## config.mk

```make
export PLATFORM = sky130hd
export DESIGN_NAME = ct_mmu_jtlb_tag_ctrl
export DESIGN_NICKNAME = d
export VERILOG_FILES = /design/src/rtl/ct_mmu_jtlb_tag_ctrl.sv
export SDC_FILE = /design/constraint.sdc
export NUM_CORES = 1
export LEC_CHECK = 0
export ABC_AREA = 1
export BUFFER_PORTS_ARGS = -buffer_cell sky130_fd_sc_hd__buf_2
export CORE_AREA = 2 2 168 170
export DETAILED_ROUTE_END_ITERATION = 12
export DIE_AREA = 0 0 170 172
export PLACE_DENSITY = 0.42
export SYNTH_ARGS = -nofsm -noshare
export SYNTH_HDL_FRONTEND = slang
export SYNTH_SLANG_ARGS = --single-unit
```

## constraint.sdc

```tcl
create_clock -name forever_cpuclk -period 2.1 [get_ports forever_cpuclk]
set_input_delay 0.21 -clock forever_cpuclk [delete_from_list [all_inputs] [get_ports forever_cpuclk]]
set_output_delay 0.21 -clock forever_cpuclk [all_outputs]
set_load 0.05 [all_outputs]
```

## src/rtl/ct_mmu_jtlb_tag_ctrl.sv

```systemverilog
`default_nettype none
// ============================================================================
// Module      : ct_mmu_jtlb_tag_ctrl
// Description : JTLB tag-array port arbiter with invalidate-all sweep engine.
//               Optional lookup aging enabled by JTLB_TAG_LKUP_AGE_EN.
// Revision    : 1.0 - initial release
// ============================================================================
module ct_mmu_jtlb_tag_ctrl #(
  parameter int INV_ENTRIES = 256,
  parameter int AGE_MAX     = 3
) (
  input  logic         forever_cpuclk,
  input  logic         cpurst,
  input  logic         lkup_req,
  input  logic [7:0]   lkup_idx,
  output logic         lkup_gnt,
  output logic         lkup_dout_vld,
  input  logic         rf_req,
  input  logic [7:0]   rf_idx,
  input  logic [4:0]   rf_wen,
  input  logic [195:0] rf_din,
  output logic         rf_gnt,
  input  logic         inv_all_req,
  output logic         inv_busy,
  output logic         inv_done,
  output logic         jtlb_tag_cen,
  output logic [7:0]   jtlb_tag_idx,
  output logic [4:0]   jtlb_tag_wen,
  output logic [195:0] jtlb_tag_din
);

  localparam logic [1:0] c_st_idle  = 2'd0;
  localparam logic [1:0] c_st_sweep = 2'd1;
  localparam logic [1:0] c_st_done  = 2'd2;
  localparam logic [7:0] c_last_idx = 8'(INV_ENTRIES - 1);

  // The sweep index and the age counter are fixed at 8 and 2 bits wide.
  if (INV_ENTRIES < 1 || INV_ENTRIES > 256) begin : g_bad_inv_entries
    $error("INV_ENTRIES must be in 1..256");
  end
  if (AGE_MAX < 1 || AGE_MAX > 3) begin : g_bad_age_max
    $error("AGE_MAX must be in 1..3");
  end

  logic [1:0] r_state;
  logic [7:0] r_sweep_idx;
  logic       r_lkup_dout_vld;
  logic       w_idle;
  logic       w_arb_ok;
  logic       w_age_win;
  logic       w_rf_gnt;
  logic       w_lkup_gnt;

  assign w_idle     = (r_state == c_st_idle);
  // A pending invalidate-all takes the port before any requester.
  assign w_arb_ok   = w_idle && !inv_all_req;
  assign w_rf_gnt   = w_arb_ok && rf_req && !w_age_win;
  assign w_lkup_gnt = w_arb_ok && lkup_req && !w_rf_gnt;

`ifdef JTLB_TAG_LKUP_AGE_EN
  localparam logic [1:0] c_age_max = 2'(AGE_MAX);
  logic [1:0] r_age;

  always_ff @(posedge forever_cpuclk or posedge cpurst) begin
    if (cpurst) begin
      r_age <= 2'd0;
    end else if (w_idle) begin
      if (lkup_req && !w_lkup_gnt) begin
        r_age <= (r_age == c_age_max) ? r_age : r_age + 2'd1;
      end else begin
        r_age <= 2'd0;
      end
    end
  end

  assign w_age_win = lkup_req && (r_age == c_age_max);
`else
  assign w_age_win = 1'b0;
`endif

  always_ff @(posedge forever_cpuclk or posedge cpurst) begin
    if (cpurst) begin
      r_state         <= c_st_idle;
      r_sweep_idx     <= 8'd0;
      r_lkup_dout_vld <= 1'b0;
    end else begin
      r_lkup_dout_vld <= w_lkup_gnt;
      case (r_state)
        c_st_idle: begin
          r_sweep_idx <= 8'd0;
          if (inv_all_req) begin
            r_state <= c_st_sweep;
          end
        end
        c_st_sweep: begin
          if (r_sweep_idx == c_last_idx) begin
            r_state     <= c_st_done;
            r_sweep_idx <= 8'd0;
          end else begin
            r_sweep_idx <= r_sweep_idx + 8'd1;
          end
        end
        c_st_done: r_state <= c_st_idle;
        default:   r_state <= c_st_idle;
      endcase
    end
  end

  always_comb begin
    jtlb_tag_cen = 1'b0;
    jtlb_tag_idx = 8'd0;
    jtlb_tag_wen = 5'd0;
    jtlb_tag_din = '0;
    if (r_state == c_st_sweep) begin
      jtlb_tag_cen = 1'b1;
      jtlb_tag_idx = r_sweep_idx;
      jtlb_tag_wen = 5'b11111;
    end else if (w_rf_gnt) begin
      jtlb_tag_cen = 1'b1;
      jtlb_tag_idx = rf_idx;
      jtlb_tag_wen = rf_wen;
      jtlb_tag_din = rf_din;
    end else if (w_lkup_gnt) begin
      jtlb_tag_cen = 1'b1;
      jtlb_tag_idx = lkup_idx;
    end
  end

  assign rf_gnt        = w_rf_gnt;
  assign lkup_gnt      = w_lkup_gnt;
  assign lkup_dout_vld = r_lkup_dout_vld;
  assign inv_busy      = !w_idle;
  assign inv_done      = (r_state == c_st_done);

endmodule
`default_nettype wire

```

Word level (Yosys, flattened, before mapping)
Cells that the tools add are included.
{"block": "totals", "mem_bits_ro": 0, "out_inout_bits": 215, "reg_bits": 11, "ram_bits": 0, "memories": 0, "inputBits": 222, "wordCells": 34, "latch_bits": 0}
{"block": "op_classes", "muxes": 15, "n_shift": 0, "addsub": 1, "div": 0, "eq_ne": 5, "bitwise_logic": 0, "magnitude_cmp": 0, "reduce_logical": 10, "n_mul": 0}
{"cell": "$mux W196", "count": 2}
{"cell": "$mux W8", "count": 4}
{"cell": "$pmux W8 S2", "count": 1}
{"cell": "$mux W5", "count": 2}
{"cell": "$add A8 B1 Y8 const B", "count": 1}
{"cell": "$eq A8 B8 Y1 const B", "count": 1}
{"cell": "$logic_and A1 B1 Y1", "count": 4}
{"cell": "$mux W2", "count": 2}
{"cell": "$ne A2 B2 Y1 const B", "count": 2}
{"cell": "$pmux W2 S2", "count": 1}
{"cell": "$logic_not A1 Y1", "count": 3}
{"cell": "$mux W1", "count": 3}
{"cell": "$eq A2 B1 Y1 const B", "count": 1}
{"cell": "$eq A2 B2 Y1 const B", "count": 1}
{"cell": "$logic_not A2 Y1", "count": 1}
{"cell": "$reduce_and A2 Y1", "count": 1}
{"cell": "$reduce_bool A2 Y1", "count": 1}

Depth between registers and ports, before layout
Gate-level depths: netlist of the first run.
{"block": "logic_depth", "depth_word": 8, "mapped_depth": 7, "ltp_nobuf": 6}

Worst setup path before layout of the first run
Ideal clock, no wire load.
{"block": "synth_path", "path_type": "flip-flop to output port", "from": "register r_state[1]", "to": "output jtlb_tag_idx[0]", "stages_incl_launch_ff": 7, "n_path_buf": 1, "t_arrival_ns": 1.821, "path_slack_ns": 0.069, "required_time_ns": 1.890, "cell_sequence": "dfrtp_1 buf_6 nor2_4 nand3_1 nor2_2 nand2_1 nand3_1"}
{"block": "synth_via", "elab_chain_len": 8, "word_cells_on_any_way": 10, "cone_classes": "1 x eq/ne; 3 x mux; 6 x reduce/logical"}
{"item": "from (decl)", "line": "45", "rtl": "logic [1:0] r_state;"}
{"item": "from (signal assigned)", "line": "83", "rtl": "r_state <= c_st_idle;"}
{"item": "from (signal assigned)", "line": "92", "rtl": "r_state <= c_st_sweep;"}
{"item": "from (signal assigned)", "line": "97", "rtl": "r_state <= c_st_done;"}
{"item": "$logic_not A2 Y1 (*)", "line": "54", "rtl": "assign w_idle = (r_state == c_st_idle);"}
{"item": "$logic_and A1 B1 Y1 (*)", "line": "56", "rtl": "assign w_arb_ok = w_idle && !inv_all_req;"}
{"item": "$logic_and A1 B1 Y1", "line": "57", "rtl": "assign w_rf_gnt = w_arb_ok && rf_req && !w_age_win;"}
{"item": "$logic_not A1 Y1", "line": "58", "rtl": "assign w_lkup_gnt = w_arb_ok && lkup_req && !w_rf_gnt;"}
{"item": "$logic_and A1 B1 Y1 (*)", "line": "58"}
{"item": "net lkup_gnt", "line": "16", "rtl": "output logic lkup_gnt,"}
{"item": "$mux W8 (*)", "line": "123", "rtl": "end else if (w_lkup_gnt) begin"}
{"item": "$mux W8 (*)", "line": "118", "rtl": "end else if (w_rf_gnt) begin"}
{"item": "$mux W8 (*)", "line": "114", "rtl": "if (r_state == c_st_sweep) begin"}
{"item": "to (decl)", "line": "27", "rtl": "output logic [7:0] jtlb_tag_idx,"}
The timed path passes the listed nets; every way through them passes the cells marked *.

Worst setup path in the final report of the first run
{"block": "layout_path", "from": "register r_state[1]", "to": "output jtlb_tag_din[184]"}
{"block": "layout_via", "elab_chain_len": 5, "word_cells_on_any_way": 6, "cone_classes": "1 x eq/ne; 2 x mux; 3 x reduce/logical"}
{"item": "$logic_not A2 Y1", "line": "54"}
{"item": "$logic_and A1 B1 Y1", "line": "56"}
{"item": "$logic_and A1 B1 Y1", "line": "57"}
{"item": "$mux W196", "line": "118"}
{"item": "$mux W196 (*)", "line": "114"}
{"item": "to (decl)", "line": "29", "rtl": "output logic [195:0] jtlb_tag_din"}
Every way passes the cells marked *; elsewhere a longest branch is shown, timed or not.

==> results by group, run 1 <==
Job
  – Max cap viols: 0

Die
  – Initial Util: 8.77%
  – CORE AREA: 27500 um^2
  – Io pins: 437
  – Std cell rows: 61
  – Die width: 170 um
  – Die area: 29200 um^2
  – Die Ht: 172 um

CTS
  – Clk_lat worst skew: 240 ps
  – Clock Tree Buf Depth: 2
  – CTS tree: yes
  – Clock root buffer: clkbuf_16
  – Htree depth: 1
  – # clock sinks: 11
  – Clock-pin slew on the worst setup and hold paths: 40 ps
  – Number of buffers created by CTS: 3

Finish
  – Layout cells sized above 1: 47.4%
  – Area grow syn2layout: 107%
  – Final Instance Count excl. Fillers: 1294
  – Nets: 1172
  – Final instance area: 4980 um^2
  – ANT cells: 0

Critical path
  – Worst-path fanout max: 111
  – Worst Path Arrival: 1840 ps
  – Critical Path RT: 1890 ps
  – R2R Path End: r_sweep_idx[6]
  – Startpoint types: flop
  – Critical path endpoint category: primary output
  – Crit path kind: flop to primary output
  – R2r setup slk: 750 ps
  – Worst R2R Path Depth: 6
  – R2R Path Start: r_sweep_idx[0]

Global routing
  – Initial antenna violation count: 0
  – Number of global-route vias before repair: 3778
  – First-pass GRT wire length: 17800 um
  – GR Overflow Total: 0
  – Largest net degree at the start of global routing: 112
  – GRT Overall Usage: 7.47%

Placement
  – Area after DPL: 4860 um^2
  – IO buf count: 436
  – Placed cell count: 1289
  – GPL Wtd Cong: 0.777
  – Hpwl dp: 11700 um

Detailed routing
  – Met3 Wirelength: 1370 um
  – Post-route ant nets: 0
  – Post-route DRC: 0
  – Final WL: 13300 um
  – Initial DRC Count: 125
  – Via density: 3.34
  – Detailed Routing Iterations Pass 1: 4
  – M1 WL: 4980 um
  – Vias after detailed routing: 4320
  – Highest routing layer actually used: met4
  – DR WL met2: 6810 um
  – Routed WL per cell: 10.3 um

Logic synthesis
  – EDFF count, synth: 0
  – Proportion of netlist area held by the largest area contributor: 31.8%
  – Yosys Warn Count: 0
  – Synth unique cells: 21
  – Synth area leaders: inv_1 (32%), nor2_1 (32%), dfrtp_1 (11%)
  – Sequential fraction of the synthesis area: 11.4%
  – Cell accounting for the most synthesized area: inv_1
  – Post-synthesis instance area: 2410 um^2
  – Syn avg cell area: 4.57 um^2
  – Synth cell count leaders: inv_1 (204), nor2_1 (204), nand2_1 (51)
  – Post-synth ARST share: 100%
  – Seq cells post-synth: 11
  – Mapped Nets: 750
  – Syn Inst Count: 527
  – Ys flop type: dfrtp_1

Hold path
  – Worst Hold End: lkup_dout_vld
  – Worst min-delay path class: input pin to flop
  – Worst hold path depth: 2
  – Hold path start: rf_req

Pwr
  – Max IR drop VDD: 0.000159 V
  – Pwr/cell area: 172 nW/um^2
  – Lkg Pwr: 0.00394 uW

Timing
  – Final setup violation count: 0
  – RSZ-0062 raised after global routing: yes
  – Worst Tran Pin Value: 541 ps
  – Tmin final: 2050 ps
  – Max Clk Rate: 0.487 GHz
  – Slew Limit Fails: 0
  – Endpoints failing hold: 0
  – Rel. slew slack: 63.9%
  – Worst Skew: 1.03 ps
  – Fin crit share: 97.7%

Outcome
  – Outcome: completed
cell families after synthesis:
family	count (synthesis)	synth area share (%)
compound gates	9	2.03
xor+xnor	1	0.364
buf+inv	229	40.7
simple gates	276	45.0
flops	11	11.4
fa+ha+maj	1	0.519
worst max-delay path, cell delays in order (launching register included):
cell and delay (ps):
dfrtp_2 470, nor2_4 170, nand3_4 130, buf_12 210, nor2_1 190, buf_2 280
flip-flops by register name (all words and copies together), names as in the netlist:
name / count
r_sweep_idx: 8
r_state: 2
lkup_dout_vld: 1
layout make-up:
class                      instances  area [um^2]
fill                            3236        22500
timing repair buffer             440         2260
multi-input combinational        287         1160
inverter                         206          773
tap                              346          433
sequential                        11          277
clock buffer                       3         75.1
clock inverter                     1         5.00
layer usage:
layer,GRT usage (%),vias to the layer above
met4,1.64,0
met3,1.35,9
met1,7.98,1812
met5,0,-
li1,-,2229
met2,15.1,270
power by group:
part           internal (uW)  switching (uW)
combinational            171             125
sequential               213               0
clock                    252            96.4
worst max-delay path by stage:
| stage | from | end | slack [ps] | cells past startpoint |
|---|---|---|---|---|
| after floorplan | r_state[1] | jtlb_tag_idx[0] | 70 | 6 |
| after global placement | r_state[1] | jtlb_tag_idx[4] | 330 | 6 |
| after detailed placement | r_state[1] | jtlb_tag_idx[7] | 300 | 6 |
| after CTS | r_state[1] | jtlb_tag_idx[7] | 40 | 6 |
| after global routing | r_state[1] | jtlb_tag_din[195] | -3 | 5 |
| final | r_state[1] | jtlb_tag_din[184] | 50 | 5 |
placed cells by master (no fill, tap or decap), drive strengths merged:
cell type / synthesis / routed
a22o: 1 / 1
nand2: 52 / 52
nand3: 16 / 16
ha: 1 / 1
inv: 205 / 205
dfrtp: 11 / 11
nor2: 206 / 206
o21ai: 4 / 4
a21oi: 4 / 4
clkbuf: 5 / 11
dlygate4sd3: 0 / 1
buf: 18 / 431
nor3: 2 / 2
clkinv: 1 / 2
xor2: 1 / 1
what timing repair did:
item	in CTS	in global routing
buffers inserted	0	0
endpoints found under the setup margin	0	91
hold endpoints to repair	11	0
hold buffers	1	0
resized for setup	0	10
metrics by stage:
stage          setup TNS [ps]  setup slack [ps]  power, uW  hold WS, ps  utilization, %
4_1_cts                     0              35.3        866          281            18.0
5_1_grt                 -4.45             -2.62        922          267            18.1
3_5_place_dp                0               298        512          236            17.7
2_1_floorplan               0              68.6        289         62.4               -
3_3_place_gp                0               335        512          244            17.7
6_report                    0              48.0        858          263            18.1
Power figures use the tool's default switching activity.
==> run 2, diff against run 1 <==
- PLACE_DENSITY: 0.42 -> 0.35
==> results by group, run 2 (same netlist as run 1, synthesis figures left out) <==
Critical path
  – Critical path endpoint category: primary output
  – R2R Path End: r_sweep_idx[6]
  – WP buf/inv: 2 (unchanged)
  – Max stage delay on crit path: 470 ps (about the same)
  – Worst R2R Path Depth: 6 (unchanged)
  – Worst-path fanout max: 101 (-9.0%)
  – R2R Path Start: r_sweep_idx[0]
  – Startpoint types: flop
  – CP top delay family: buffers and inverters
  – Critical Path RT: 1890 ps (about the same)
  – Worst Path Arrival: 1770 ps (-70 ps)
  – R2r setup slk: 780 ps (+30 ps)
  – Worst-path cell chain: nor2_4 -> nand3_4 -> buf_12 -> nor2_1 -> buf_2
  – Crit path kind: flop to primary output
  – CP max-delay cell: dfrtp_2

Pwr
  – Lkg Pwr: 0.00395 uW (+0.24%)
  – Switching Fraction: 25.5% (-0.35 points)
  – Net switching power: 219 uW (-1.4%)
  – Pwr/cell area: 172 nW/um^2 (-0.19%)
  – Max IR drop VDD: 0.000208 V (+31%)
  – Reg power frac: 24.8% (about the same)
  – Pint: 639 uW (+0.45%)
  – Clk pwr share: 40.9% (+0.3 points)
  – Logic pwr share: 34.2% (-0.4 points)

Finish
  – Fill cells: 3293 (+1.8%)
  – Sequential cell area: 277 um^2 (unchanged)
  – Layout cells sized above 1: 47.4% (about the same)
  – Final instance area: 4990 um^2 (+0.18%)
  – Multi-input gate area: 1150 um^2 (-0.43%)
  – Commonest cells after routing, fill and taps aside: buf_2 (428), inv_1 (204), nor2_1 (204), nand2_1 (51), nand3_1 (15)
  – Final Instance Count excl. Fillers: 1296 (+0.15%)
  – Area grow syn2layout: 107%
  – ANT cells: 0 (unchanged)
  – Final core utilization: 18.2% (+0.032 points)
  – Most common cell after layout, fill and taps aside: buf_2
  – Biggest register: r_sweep_idx
  – Nets: 1174 (+0.17%)
  – Max reg flops: 8 (unchanged)

Outcome
  – Outcome: completed

Hold path
  – Worst min-delay path class: input pin to flop
  – Worst Hold End: r_state[0]
  – Worst hold path depth: 3 (+1)
  – Hold path start: inv_all_req

Global routing
  – Largest net degree at the start of global routing: 102 (-8.9%)
  – GR Overflow Total: 0 (unchanged)
  – GRT Overall Usage: 8.74% (+1.3 points)
  – Number of global-route vias before repair: 4014 (+6.2%)
  – First-pass GRT wire length: 20300 um (+14%)
  – Initial antenna violation count: 0 (unchanged)

Detailed routing
  – Vias after detailed routing: 4302 (-0.42%)
  – Detailed Routing Iterations Pass 1: 4 (unchanged)
  – Post-route ant nets: 0 (unchanged)
  – Via density: 3.32 (-0.57%)
  – Initial DRC Count: 120 (-4.0%)
  – Post-route DRC: 0 (unchanged)
  – Routed WL per cell: 11.3 um (+9.8%)
  – Final WL: 14700 um (+10%)

CTS
  – Clk_lat worst skew: 240 ps (about the same)
  – Clock Tree Buf Depth: 2 (unchanged)
  – # clock sinks: 11 (unchanged)
  – Clock root buffer: clkbuf_16
  – CTS tree: yes
  – Htree depth: 1 (unchanged)
  – Clock-pin slew on the worst setup and hold paths: 40 ps (about the same)
  – Number of buffers created by CTS: 3 (unchanged)

Placement
  – GPL Wtd Cong: 0.736 (-5.2%)
  – Area after DPL: 4870 um^2 (+0.15%)
  – Placed cell count: 1290 (+0.078%)
  – Hpwl dp: 13000 um (+11%)
  – IO buf count: 436 (unchanged)

Job
  – Max cap viols: 0 (unchanged)

Die
  – Die width: 170 um (unchanged)
  – CORE AREA: 27500 um^2 (unchanged)
  – Std cell rows: 61 (unchanged)
  – Die area: 29200 um^2 (unchanged)
  – Io pins: 437 (unchanged)
  – Initial Util: 8.77% (unchanged)
  – Die Ht: 172 um (unchanged)

Timing
  – RSZ-0062 raised after global routing: no
  – Setup_tns: 0 ps (unchanged)
  – Rel. slew slack: 68.8% (+4.9 points)
  – Final hold slack: 333 ps (+70.1 ps)
  – Fin crit share: 94.1% (-3.6 points)
  – Max Clk Rate: 0.506 GHz (+3.8%)
  – Endpoints failing hold: 0 (unchanged)
  – Final setup violation count: 0 (unchanged)
  – Worst Skew: 1.44 ps (+0.407 ps)
  – Slew Limit Fails: 0 (unchanged)
  – Tmin final: 1980 ps (-75.2 ps)
  – Worst Tran Pin Value: 468 ps (-73.5 ps)
[run 2: power by group through the flow]
stage,clock (uW),sequential [uW],combinational (uW)
2_1_floorplan,0,216,73.4
3_3_place_gp,0,216,293
3_5_place_dp,0,216,295
4_1_cts,356,213,298
5_1_grt,377,212,342
6_report,351,213,294
[run 2: repair_timing]
action,4_1_cts,5_1_grt
hold buffers,1,0
resized for setup,0,9
buffers inserted,0,1
endpoints found under the setup margin,0,118
hold endpoints to repair,11,0
[run 2: worst max path at each step]
stage | start | endpoint | cells past startpoint
after floorplan | r_state[1] | jtlb_tag_idx[0] | 6
after global placement | r_state[1] | jtlb_tag_din[71] | 5
after detailed placement | r_state[1] | jtlb_tag_din[97] | 5
after CTS | r_state[1] | jtlb_tag_din[97] | 5
after global routing | r_state[1] | jtlb_tag_din[92] | 5
final | r_state[1] | jtlb_tag_din[167] | 5
[run 2: per-layer routing]
| metal | track usage (%) | share of wire, % | up-vias |
|---|---|---|---|
| li1 | - | - | 2228 |
| met1 | 9.95 | 40 | 1821 |
| met2 | 17.3 | 51 | 247 |
| met3 | 1.65 | 8.9 | 6 |
| met4 | 0.966 | 0.48 | 0 |
| met5 | 0 | 0 | - |
[run 2: cell type report]
cell class | count | area share (%)
tap | 346 | 8.68
inverter | 206 | 15.5
sequential | 11 | 5.54
multi-input combinational | 287 | 23.1
timing repair buffer | 442 | 45.6
clock buffer | 4 | 1.58
[run 2: through the flow]
stage | worst slack, ps | total power [uW]
floorplan | 68.6 | 289
finish | 123 | 858
CTS | 29.3 | 867
global route | 39.0 | 931
detailed placement | 289 | 511
global placement | 390 | 508
[run 2: worst min-delay path, stage by stage]
cell and delay (ps):
buf_2 80, inv_1 80, o21ai_0 160
